File: src/rtl/mio_bus_arbiter_if.sv
// Signal bundle between the two MIO masters, the arbiter and the MIO bus decoder.
// The arbiter connects through the slave modport; the environment uses master.
interface mio_bus_arbiter_if #(
    parameter int unsigned DW = 32,
    parameter int unsigned AW = 32
);
    logic          m0_req;
    logic          m0_we;
    logic [AW-1:0] m0_addr;
    logic [DW-1:0] m0_wdata;
    logic [3:0]    m0_amp;
    logic          m0_ack;
    logic [DW-1:0] m0_rdata;

    logic          m1_req;
    logic          m1_we;
    logic [AW-1:0] m1_addr;
    logic [DW-1:0] m1_wdata;
    logic [3:0]    m1_amp;
    logic          m1_ack;
    logic [DW-1:0] m1_rdata;

    logic          bus_we;
    logic [AW-1:0] bus_addr;
    logic [DW-1:0] bus_wdata;
    logic [3:0]    bus_amp;
    logic [DW-1:0] bus_rdata;

    logic [1:0]    gnt;
    logic          cpu_stall;

    modport slave (
        input  m0_req, m0_we, m0_addr, m0_wdata, m0_amp,
        input  m1_req, m1_we, m1_addr, m1_wdata, m1_amp,
        input  bus_rdata,
        output m0_ack, m0_rdata, m1_ack, m1_rdata,
        output bus_we, bus_addr, bus_wdata, bus_amp,
        output gnt, cpu_stall
    );

    modport master (
        output m0_req, m0_we, m0_addr, m0_wdata, m0_amp,
        output m1_req, m1_we, m1_addr, m1_wdata, m1_amp,
        output bus_rdata,
        input  m0_ack, m0_rdata, m1_ack, m1_rdata,
        input  bus_we, bus_addr, bus_wdata, bus_amp,
        input  gnt, cpu_stall
    );
endinterface

File: src/rtl/mio_bus_arbiter.sv
// Two-master MIO bus arbiter: registered grant, round-robin tie-break and a burst
// cap; bus muxing, acks and the CPU stall are decoded combinationally from the grant.
module mio_bus_arbiter #(
    parameter int unsigned DW        = 32,
    parameter int unsigned AW        = 32,
    parameter int unsigned MAX_BURST = 4
) (
    input  logic             clk,
    input  logic             rstn,
    mio_bus_arbiter_if.slave bus
);
    localparam int unsigned   CW      = $clog2(MAX_BURST) + 1;
    localparam logic [CW-1:0] CNT_MAX = CW'(MAX_BURST - 1);

    typedef enum logic [1:0] {
        IDLE = 2'd0,
        G0   = 2'd1,
        G1   = 2'd2
    } state_t;

    state_t        state;
    logic          last;
    logic [CW-1:0] beat_cnt;

    logic          own0;
    logic          own1;
    logic          m0_ack;
    logic          m1_ack;
    logic          we_mux;
    logic [AW-1:0] addr_mux;
    logic [DW-1:0] wdata_mux;
    logic [3:0]    amp_mux;

    // last = most recent owner; reset to 1 so m0 wins the first tie.
    always_ff @(posedge clk or negedge rstn) begin
        if (!rstn) begin
            state    <= IDLE;
            last     <= 1'b1;
            beat_cnt <= '0;
        end else begin
            unique case (state)
                IDLE: begin
                    if (bus.m0_req && (!bus.m1_req || last)) begin
                        state    <= G0;
                        last     <= 1'b0;
                        beat_cnt <= '0;
                    end else if (bus.m1_req) begin
                        state    <= G1;
                        last     <= 1'b1;
                        beat_cnt <= '0;
                    end
                end
                G0: begin
                    if (bus.m0_req) begin
                        if (bus.m1_req && beat_cnt == CNT_MAX) begin
                            state    <= G1;
                            last     <= 1'b1;
                            beat_cnt <= '0;
                        end else if (beat_cnt != CNT_MAX) begin
                            beat_cnt <= beat_cnt + CW'(1);
                        end
                    end else if (bus.m1_req) begin
                        state    <= G1;
                        last     <= 1'b1;
                        beat_cnt <= '0;
                    end else begin
                        state <= IDLE;
                    end
                end
                G1: begin
                    if (bus.m1_req) begin
                        if (bus.m0_req && beat_cnt == CNT_MAX) begin
                            state    <= G0;
                            last     <= 1'b0;
                            beat_cnt <= '0;
                        end else if (beat_cnt != CNT_MAX) begin
                            beat_cnt <= beat_cnt + CW'(1);
                        end
                    end else if (bus.m0_req) begin
                        state    <= G0;
                        last     <= 1'b0;
                        beat_cnt <= '0;
                    end else begin
                        state <= IDLE;
                    end
                end
                default: state <= IDLE;
            endcase
        end
    end

    assign own0 = (state == G0);
    assign own1 = (state == G1);

    // Write strobe is qualified by the owner's req so an abandoned access never writes.
    always_comb begin
        we_mux    = 1'b0;
        addr_mux  = '0;
        wdata_mux = '0;
        amp_mux   = '0;
        if (own0) begin
            we_mux    = bus.m0_we & bus.m0_req;
            addr_mux  = bus.m0_addr;
            wdata_mux = bus.m0_wdata;
            amp_mux   = bus.m0_amp;
        end else if (own1) begin
            we_mux    = bus.m1_we & bus.m1_req;
            addr_mux  = bus.m1_addr;
            wdata_mux = bus.m1_wdata;
            amp_mux   = bus.m1_amp;
        end
    end

    assign bus.bus_we    = we_mux;
    assign bus.bus_addr  = addr_mux;
    assign bus.bus_wdata = wdata_mux;
    assign bus.bus_amp   = amp_mux;

    assign m0_ack        = own0 & bus.m0_req;
    assign m1_ack        = own1 & bus.m1_req;
    assign bus.m0_ack    = m0_ack;
    assign bus.m1_ack    = m1_ack;
    assign bus.m0_rdata  = own0 ? bus.bus_rdata : '0;
    assign bus.m1_rdata  = own1 ? bus.bus_rdata : '0;

    assign bus.gnt       = {own1, own0};
    assign bus.cpu_stall = bus.m0_req & ~m0_ack;
endmodule

File: src/flat_wrapper.sv
// flat-port wrapper written by rule: the top's interface ports become plain ports
module mio_bus_arbiter_flat 
#(
    parameter int unsigned DW        = 32,
    parameter int unsigned AW        = 32,
    parameter int unsigned MAX_BURST = 4
)
  (clk, rstn, bus_m0_req, bus_m0_we, bus_m0_addr, bus_m0_wdata, bus_m0_amp, bus_m1_req, bus_m1_we, bus_m1_addr, bus_m1_wdata, bus_m1_amp, bus_bus_rdata, bus_m0_ack, bus_m0_rdata, bus_m1_ack, bus_m1_rdata, bus_bus_we, bus_bus_addr, bus_bus_wdata, bus_bus_amp, bus_gnt, bus_cpu_stall);
  mio_bus_arbiter_if #(.DW(DW), .AW(AW)) bus_i ();
  input  logic clk;
  input  logic rstn;
  input wire logic [$bits(bus_i.m0_req)-1:0] bus_m0_req;
  input wire logic [$bits(bus_i.m0_we)-1:0] bus_m0_we;
  input wire logic [$bits(bus_i.m0_addr)-1:0] bus_m0_addr;
  input wire logic [$bits(bus_i.m0_wdata)-1:0] bus_m0_wdata;
  input wire logic [$bits(bus_i.m0_amp)-1:0] bus_m0_amp;
  input wire logic [$bits(bus_i.m1_req)-1:0] bus_m1_req;
  input wire logic [$bits(bus_i.m1_we)-1:0] bus_m1_we;
  input wire logic [$bits(bus_i.m1_addr)-1:0] bus_m1_addr;
  input wire logic [$bits(bus_i.m1_wdata)-1:0] bus_m1_wdata;
  input wire logic [$bits(bus_i.m1_amp)-1:0] bus_m1_amp;
  input wire logic [$bits(bus_i.bus_rdata)-1:0] bus_bus_rdata;
  output wire logic [$bits(bus_i.m0_ack)-1:0] bus_m0_ack;
  output wire logic [$bits(bus_i.m0_rdata)-1:0] bus_m0_rdata;
  output wire logic [$bits(bus_i.m1_ack)-1:0] bus_m1_ack;
  output wire logic [$bits(bus_i.m1_rdata)-1:0] bus_m1_rdata;
  output wire logic [$bits(bus_i.bus_we)-1:0] bus_bus_we;
  output wire logic [$bits(bus_i.bus_addr)-1:0] bus_bus_addr;
  output wire logic [$bits(bus_i.bus_wdata)-1:0] bus_bus_wdata;
  output wire logic [$bits(bus_i.bus_amp)-1:0] bus_bus_amp;
  output wire logic [$bits(bus_i.gnt)-1:0] bus_gnt;
  output wire logic [$bits(bus_i.cpu_stall)-1:0] bus_cpu_stall;
  assign bus_i.m0_req = bus_m0_req;
  assign bus_i.m0_we = bus_m0_we;
  assign bus_i.m0_addr = bus_m0_addr;
  assign bus_i.m0_wdata = bus_m0_wdata;
  assign bus_i.m0_amp = bus_m0_amp;
  assign bus_i.m1_req = bus_m1_req;
  assign bus_i.m1_we = bus_m1_we;
  assign bus_i.m1_addr = bus_m1_addr;
  assign bus_i.m1_wdata = bus_m1_wdata;
  assign bus_i.m1_amp = bus_m1_amp;
  assign bus_i.bus_rdata = bus_bus_rdata;
  assign bus_m0_ack = bus_i.m0_ack;
  assign bus_m0_rdata = bus_i.m0_rdata;
  assign bus_m1_ack = bus_i.m1_ack;
  assign bus_m1_rdata = bus_i.m1_rdata;
  assign bus_bus_we = bus_i.bus_we;
  assign bus_bus_addr = bus_i.bus_addr;
  assign bus_bus_wdata = bus_i.bus_wdata;
  assign bus_bus_amp = bus_i.bus_amp;
  assign bus_gnt = bus_i.gnt;
  assign bus_cpu_stall = bus_i.cpu_stall;
  mio_bus_arbiter #(.DW(DW), .AW(AW), .MAX_BURST(MAX_BURST)) u_core (.clk(clk), .rstn(rstn), .bus(bus_i));
endmodule
File: config.mk
export PLATFORM = sky130hd
export DESIGN_NAME = mio_bus_arbiter_flat
export DESIGN_NICKNAME = d
export VERILOG_FILES = /design/src/rtl/mio_bus_arbiter_if.sv /design/src/rtl/mio_bus_arbiter.sv /design/src/flat_wrapper.sv
export SDC_FILE = /design/constraint.sdc
export NUM_CORES = 1
export LEC_CHECK = 0
export CAP_MARGIN = 10
export CORE_AREA = 2 2 121 123
export DETAILED_ROUTE_END_ITERATION = 8
export DIE_AREA = 0 0 123 125
export MAX_ROUTING_LAYER = met4
export PLACE_DENSITY = 0.58
export SYNTH_ARGS = -nofsm -noshare
export SYNTH_HDL_FRONTEND = slang
export SYNTH_SLANG_ARGS = --single-unit
export TNS_END_PERCENT = 30
File: constraint.sdc
create_clock -name clk -period 3.5 [get_ports clk]
set_input_delay 1.05 -clock clk [delete_from_list [all_inputs] [get_ports clk]]
set_output_delay 1.05 -clock clk [all_outputs]
set_load 0.05 [all_outputs]
==> flow_metrics.tcl, run 1 <==
set metrics [dict create \
    setup_viol 0 \
    synth-warning-count 0 \
    drt_wl_total_mm 13.7 \
    cts_hold_repair.buffers 0 \
    netlist-cell-type-count 40 \
    max_stage_delay_ns 0.50 \
    clk_pin_slew_worst_paths_ns 0.03 \
    timing.final.hold_violations 0 \
    critical_path_cell_count 5 \
    detail_route.first_pass.iterations 4 \
    holdWs_ns 0.518 \
    die-area_sq_um 15400 \
    post_synthesis_cells 217 \
    final_net_count 690 \
    holdCritStartpoint "u_core.last$_DFFE_PN1P_" \
    most_frequent_cell_after_synthesis "sky130_fd_sc_hd__a22o_1" \
    timing.rr.start "u_core.state[1]$_DFFE_PN0P_" \
    num_rows 44 \
    drt_drc_violations_left 0 \
    cts_buffers 3 \
    min_period_ns 3.23 \
    synthDominantAreaCellType "sky130_fd_sc_hd__a22o_1" \
    num_vias 2908 \
    worstSetupEndpointType "output port" \
    dpl_cell_area_sq_um 6350 \
    crit_path_start "bus_m0_req" \
    gr-usage-all-layers_pct 17.3 \
    antenna_violating_nets_post_route 0 \
    outcome "finished clean" \
    postLayoutCoreUtil_pct 45.3 \
    crit_path_end "bus_bus_we" \
    syn2layout_area_growth_pct 282 \
    slowest_stage "sky130_fd_sc_hd__clkdlybuf4s50_1" \
    clockBufferDepth 2 \
    post_drt_via_cell_ratio 4.17 \
    die_w_microns 123 \
    critPathLaunchType "input pin" \
    cp.buffers_inverters 3 \
    cts_sinks 6 \
    timing.critical_path.cells "clkdlybuf4s50_1, nand2_1, inv_1, a32o_1, buf_12" \
    final_max_slew_viol_count 0 \
    cts_tree "built" \
    yosys_reg_bits 6 \
    worstPathArrival_ns 2.18 \
    synth_ff_type "sky130_fd_sc_hd__dfrtp_1" \
    cts_resized 0 \
    grt-ovfl-total 0 \
    clock-skew-final_ns 0.00653 \
    num_io_pins 312 \
    dp_hpwl_mm 12.0 \
    synth_edf_count 0 \
    drive_gt1_share_pct 31.4 \
    cts.htree.levels 1 \
    place_congestion 0.818 \
    async_flop_share_pct 100 \
    synthTopCellsByArea "sky130_fd_sc_hd__a22o_1 35%, sky130_fd_sc_hd__and2_1 24%, sky130_fd_sc_hd__dfrtp_1 7.4%, sky130_fd_sc_hd__ha_1 3.7%, sky130_fd_sc_hd__clkbuf_1 2.9%" \
    wire_per_inst_microns 19.7 \
    grt_antenna_before_repair 3 \
    drv.max_cap_violation_count 0 \
    synthesis.area_per_instance_sq_um 7.77 \
    insertion_delay_ns 0.24 \
    timing_worst_setup_path_type "input pin to output port" \
    setup.reg_to_reg.worst_slack_ns 1.42 \
    layout_worst_path_cycle_share_pct 92.2 \
    synth.net_count 396 \
    pwr_density_cell_nw_per_um2 938 \
    total_leakage_power_nw 2.60 \
    grt_start_max_net_pins 107 \
    largest_driver_fanout_on_the_critical_path 3 \
    worst_ir_drop_vdd_uv 339 \
    mapped_area_sq_um 1690 \
    vias_in_the_first_global_route 3092 \
    dr.first_iter.drc_count 115 \
    worst_ep_required_time_ns 2.45 \
    core_area_sq_um 14200 \
    buffer_ports.inserted 311 \
    unrepaired_setup_endpoints_after_global_routing "no" \
    fillers 1264 \
    max-slew-margin-rel_pct 66.6 \
    cpLargestDelayFamily "buffers and inverters" \
    regToRegEndpoint "u_core.state[0]$_DFFE_PN0P_" \
    hold_path_class "register to register" \
    fin_tns_setup_ns 0 \
    postLayoutCellArea_sq_um 6440 \
    grt_first_pass_wirelength_mm 19.4 \
    clk_root_buffer_cell "sky130_fd_sc_hd__clkbuf_16" \
    initial_util_pct 11.9 \
    post-synth-top-area-fraction_pct 35.3 \
    yosys-top-cells-count "68 x sky130_fd_sc_hd__a22o_1, 64 x sky130_fd_sc_hd__and2_1, 13 x sky130_fd_sc_hd__clkbuf_1" \
    post_cts_repair_timing_setup_buffer_count 0 \
    synth_sequential_area_ratio_pct 8.98 \
    chipHeight_microns 125 \
    r2r_cells 7 \
    worst_pin_slew_ns 0.502 \
    maxClockFrequency_ghz 0.310 \
]
## registers in the layout, indices dropped and copies added, names as in the netlist
signal and flops:
u_core.beat_cnt 3, u_core.last 1, u_core.state 2
## cell families (layout without fill, tap and decap cells)
group	count (synthesis)	after routing	synth area share, %
compound gates	87	87	46.5
other cells	0	3	0
simple gates	85	85	31.2
buf+inv	32	325	8.16
mux	2	2	1.48
fa+ha+maj	5	5	3.71
flops	6	6	8.98
## per-layer routing
layer / GRT usage [%] / part of all wire, % / vias up
li1: - / - / 1396
met1: 19.7 / 38 / 1329
met2: 30.4 / 50 / 174
met3: 5.47 / 11 / 9
met4: 1.80 / 0.70 / 0
met5: - / 0 / -
## stage by stage
step / std cells / power [mW] / worst slack [ns]
finish: 697 / 6.04 / 0.273
global route: 697 / 6.27 / 0.236
CTS: 694 / 6.09 / 0.261
detailed placement: 690 / 5.88 / 0.265
global placement: 690 / 5.84 / 0.303
floorplan: 217 / 2.98 / 0.234
## worst min-delay path by stage
stage	end	slack [ns]	depth (start not counted)
2_1_floorplan	u_core.last$_DFFE_PN1P_	0.49	1
6_report	u_core.last$_DFFE_PN1P_	0.52	1
4_1_cts	u_core.last$_DFFE_PN1P_	0.52	1
3_3_place_gp	u_core.last$_DFFE_PN1P_	0.50	1
5_1_grt	u_core.last$_DFFE_PN1P_	0.53	1
3_5_place_dp	u_core.last$_DFFE_PN1P_	0.51	1
## cell type report
type / count / area, sq um / share of cell area [%]
Timing Repair Buffer: 316 / 4530 / 70.4
Multi-Input combinational cell: 179 / 1420 / 22.0
Tap cell: 184 / 230 / 3.58
Sequential cell: 6 / 151 / 2.35
Clock buffer: 4 / 78.8 / 1.22
Inverter: 5 / 18.8 / 0.292
Antenna cell: 3 / 7.51 / 0.117
## report_power, final
| group | internal (mW) | total, mW | leakage [nW] | switching [mW] |
|---|---|---|---|---|
| combinational | 2.61 | 5.72 | 2.49 | 3.11 |
| sequential | 0.0983 | 0.120 | 0.0774 | 0.0218 |
| clock | 0.152 | 0.199 | 0.0382 | 0.0473 |
## placed cells by master (no fill, tap or decap), types with 2 or more instances in the layout
cell	count
sky130_fd_sc_hd__clkdlybuf4s50_1	173
sky130_fd_sc_hd__buf_12	138
sky130_fd_sc_hd__a22o_1	68
sky130_fd_sc_hd__and2_1	64
sky130_fd_sc_hd__inv_1	5
sky130_fd_sc_hd__buf_4	5
sky130_fd_sc_hd__dfrtp_1	5
sky130_fd_sc_hd__nor2_1	4
sky130_fd_sc_hd__ha_1	4
sky130_fd_sc_hd__diode_2	3
sky130_fd_sc_hd__nand2_1	3
sky130_fd_sc_hd__nand2b_1	3
sky130_fd_sc_hd__a21oi_1	3
sky130_fd_sc_hd__clkbuf_16	3
sky130_fd_sc_hd__nor3_1	2
sky130_fd_sc_hd__a41oi_1	2
Note: power is estimated with default switching activity, not from simulation.
==> run 2: changes to the inputs <==
Settings changed: CORE_AREA 2 2 121 123 to 2 2 120 122, DIE_AREA 0 0 123 125 to 0 0 122 124, PLACE_DENSITY 0.58 to 0.59.
Clock period 3.5 ns to 3.4 ns, I/O delays scaled along.
==> flow_metrics.tcl, run 2 (synthesis results as in run 1) <==
set metrics [dict create \
    worst_ep_required_time_ns 2.38 \
    cts_tree "built" \
    cts_hold_repair.buffers 0 \
    grt-ovfl-total 0 \
    r2r_cells 7 \
    post_drt_via_cell_ratio 4.22 \
    largest_driver_fanout_on_the_critical_path 9 \
    drt_drc_violations_left 0 \
    initial_util_pct 12.3 \
    largest_register "u_core.beat_cnt" \
    mostFrequentLayoutCell "sky130_fd_sc_hd__clkdlybuf4s50_1" \
    holdWs_ns 0.515 \
    drive_gt1_share_pct 32.0 \
    combinationalPowerShare_pct 94.9 \
    internal_power_mw 2.98 \
    syn2layout_area_growth_pct 284 \
    timing_worst_setup_path_type "input pin to output port" \
    worst_ir_drop_vdd_uv 356 \
    clk_pin_slew_worst_paths_ns 0.03 \
    setup_viol 0 \
    clock-skew-final_ns 0.00248 \
    dr.first_iter.drc_count 134 \
    postLayoutCellArea_sq_um 6470 \
    num_io_pins 312 \
    die-area_sq_um 15100 \
    clockBufferDepth 2 \
    fillers 1230 \
    cts_buffers 3 \
    timing.final.hold_violations 0 \
    grt_antenna_before_repair 5 \
    chipHeight_microns 124 \
    drt_wl_total_mm 13.9 \
    worst_pin_slew_ns 0.698 \
    cts_sinks 6 \
    wire_per_inst_microns 19.9 \
    fin_tns_setup_ns 0 \
    largest_register_ffs 3 \
    core_area_sq_um 13700 \
    power_switching_mw 3.28 \
    sequentialPowerShare_pct 2.0 \
    drv.max_cap_violation_count 0 \
    maxClockFrequency_ghz 0.319 \
    buffer_ports.inserted 311 \
    hold_path_class "register to register" \
    worstSetupEndpointType "output port" \
    grt_first_pass_wirelength_mm 19.2 \
    unrepaired_setup_endpoints_after_global_routing "no" \
    total_leakage_power_nw 2.63 \
    most_frequent_cells_in_the_layout "173 x sky130_fd_sc_hd__clkdlybuf4s50_1, 138 x sky130_fd_sc_hd__buf_12, 68 x sky130_fd_sc_hd__a22o_1, 64 x sky130_fd_sc_hd__and2_1, 9 x sky130_fd_sc_hd__buf_4" \
    insertion_delay_ns 0.23 \
    cts.htree.levels 1 \
    clk_root_buffer_cell "sky130_fd_sc_hd__clkbuf_16" \
    grt_start_max_net_pins 107 \
    critPathLaunchType "input pin" \
    dp_hpwl_mm 12.1 \
    dpl_cell_area_sq_um 6350 \
    num_rows 43 \
    outcome "finished clean" \
    final_net_count 695 \
    final_max_slew_viol_count 0 \
    vias_in_the_first_global_route 3178 \
    worstPathArrival_ns 2.11 \
    netSwitchingFraction_pct 52.4 \
    holdPathStages 1 \
    place_congestion 0.891 \
    clockPowerShare_pct 3.1 \
    layout_worst_path_cycle_share_pct 92.1 \
    pwr_density_cell_nw_per_um2 966 \
    cts_resized 0 \
    top_regs "u_core.beat_cnt x3, u_core.state x2, u_core.last x1" \
    min_period_ns 3.13 \
    die_w_microns 122 \
    num_vias 2957 \
    detail_route.first_pass.iterations 4 \
    max-slew-margin-rel_pct 53.2 \
    antenna_violating_nets_post_route 0 \
    gr-usage-all-layers_pct 17.1 \
]
-- run 2: final timing paths --
check,end,slack (ns),startpoint
max in group asynchronous,u_core.last$_DFFE_PN1P_,2.08,rstn
setup / recovery,bus_cpu_stall,0.27,bus_m0_req
hold / removal,u_core.last$_DFFE_PN1P_,0.51,u_core.last$_DFFE_PN1P_
setup reg to reg,u_core.state[0]$_DFFE_PN0P_,1.18,u_core.state[1]$_DFFE_PN0P_
hold reg to reg,u_core.last$_DFFE_PN1P_,0.51,u_core.last$_DFFE_PN1P_
min in group asynchronous,u_core.beat_cnt[1]$_DFFE_PN0P_,1.04,rstn
-- run 2: power by group through the flow --
stage	clock network (mW)	registers, mW	logic [mW]
6_report	0.196	0.124	5.93
5_1_grt	0.206	0.127	6.15
4_1_cts	0.199	0.124	5.96
3_5_place_dp	0	0.125	5.93
3_3_place_gp	0	0.121	5.88
2_1_floorplan	0	0.116	2.95
-- run 2: routing by layer --
layer / wire length (microns) / vias up / share of wire [%] / global-route usage [%]
met2: 7440 / 163 / 54 / 31.0
met1: 4890 / 1373 / 35 / 18.3
li1: - / 1411 / - / -
met4: 172 / 0 / 1.2 / 3.45
met3: 1400 / 10 / 10 / 5.77
met5: 0 / - / 0 / -
-- run 2: cell type report --
class                      count  area, sq um  area share, %
antenna                        5         12.5          0.193
clock buffer                   4         78.8           1.22
inverter                       5         18.8          0.290
multi-input combinational    180         1430           22.0
sequential                     6          151           2.34
tap                          180          225           3.48
timing repair buffer         320         4560           70.5
-- run 2: repair_timing --
item                       4_1_cts  5_1_grt
cloned                           1        0
setup endpoints to repair       21       15
buffers inserted                 0        3
-- run 2: worst max-delay path, stage by stage --
cell and delay [ns]:
sky130_fd_sc_hd__clkdlybuf4s50_1 0.48, sky130_fd_sc_hd__buf_4 0.18, sky130_fd_sc_hd__nor2b_1 0.26, sky130_fd_sc_hd__buf_12 0.17
-- run 2: through the flow --
| step | total power, mW | util (%) | worst slack (ns) | cells |
|---|---|---|---|---|
| after global placement | 6.00 | 46.3 | 0.271 | 687 |
| after floorplan | 3.07 | - | 0.194 | 217 |
| after global routing | 6.49 | 47.2 | 0.145 | 700 |
| after detailed placement | 6.05 | 46.3 | 0.214 | 687 |
| after CTS | 6.28 | 46.9 | 0.135 | 692 |
| final | 6.25 | 47.2 | 0.267 | 700 |
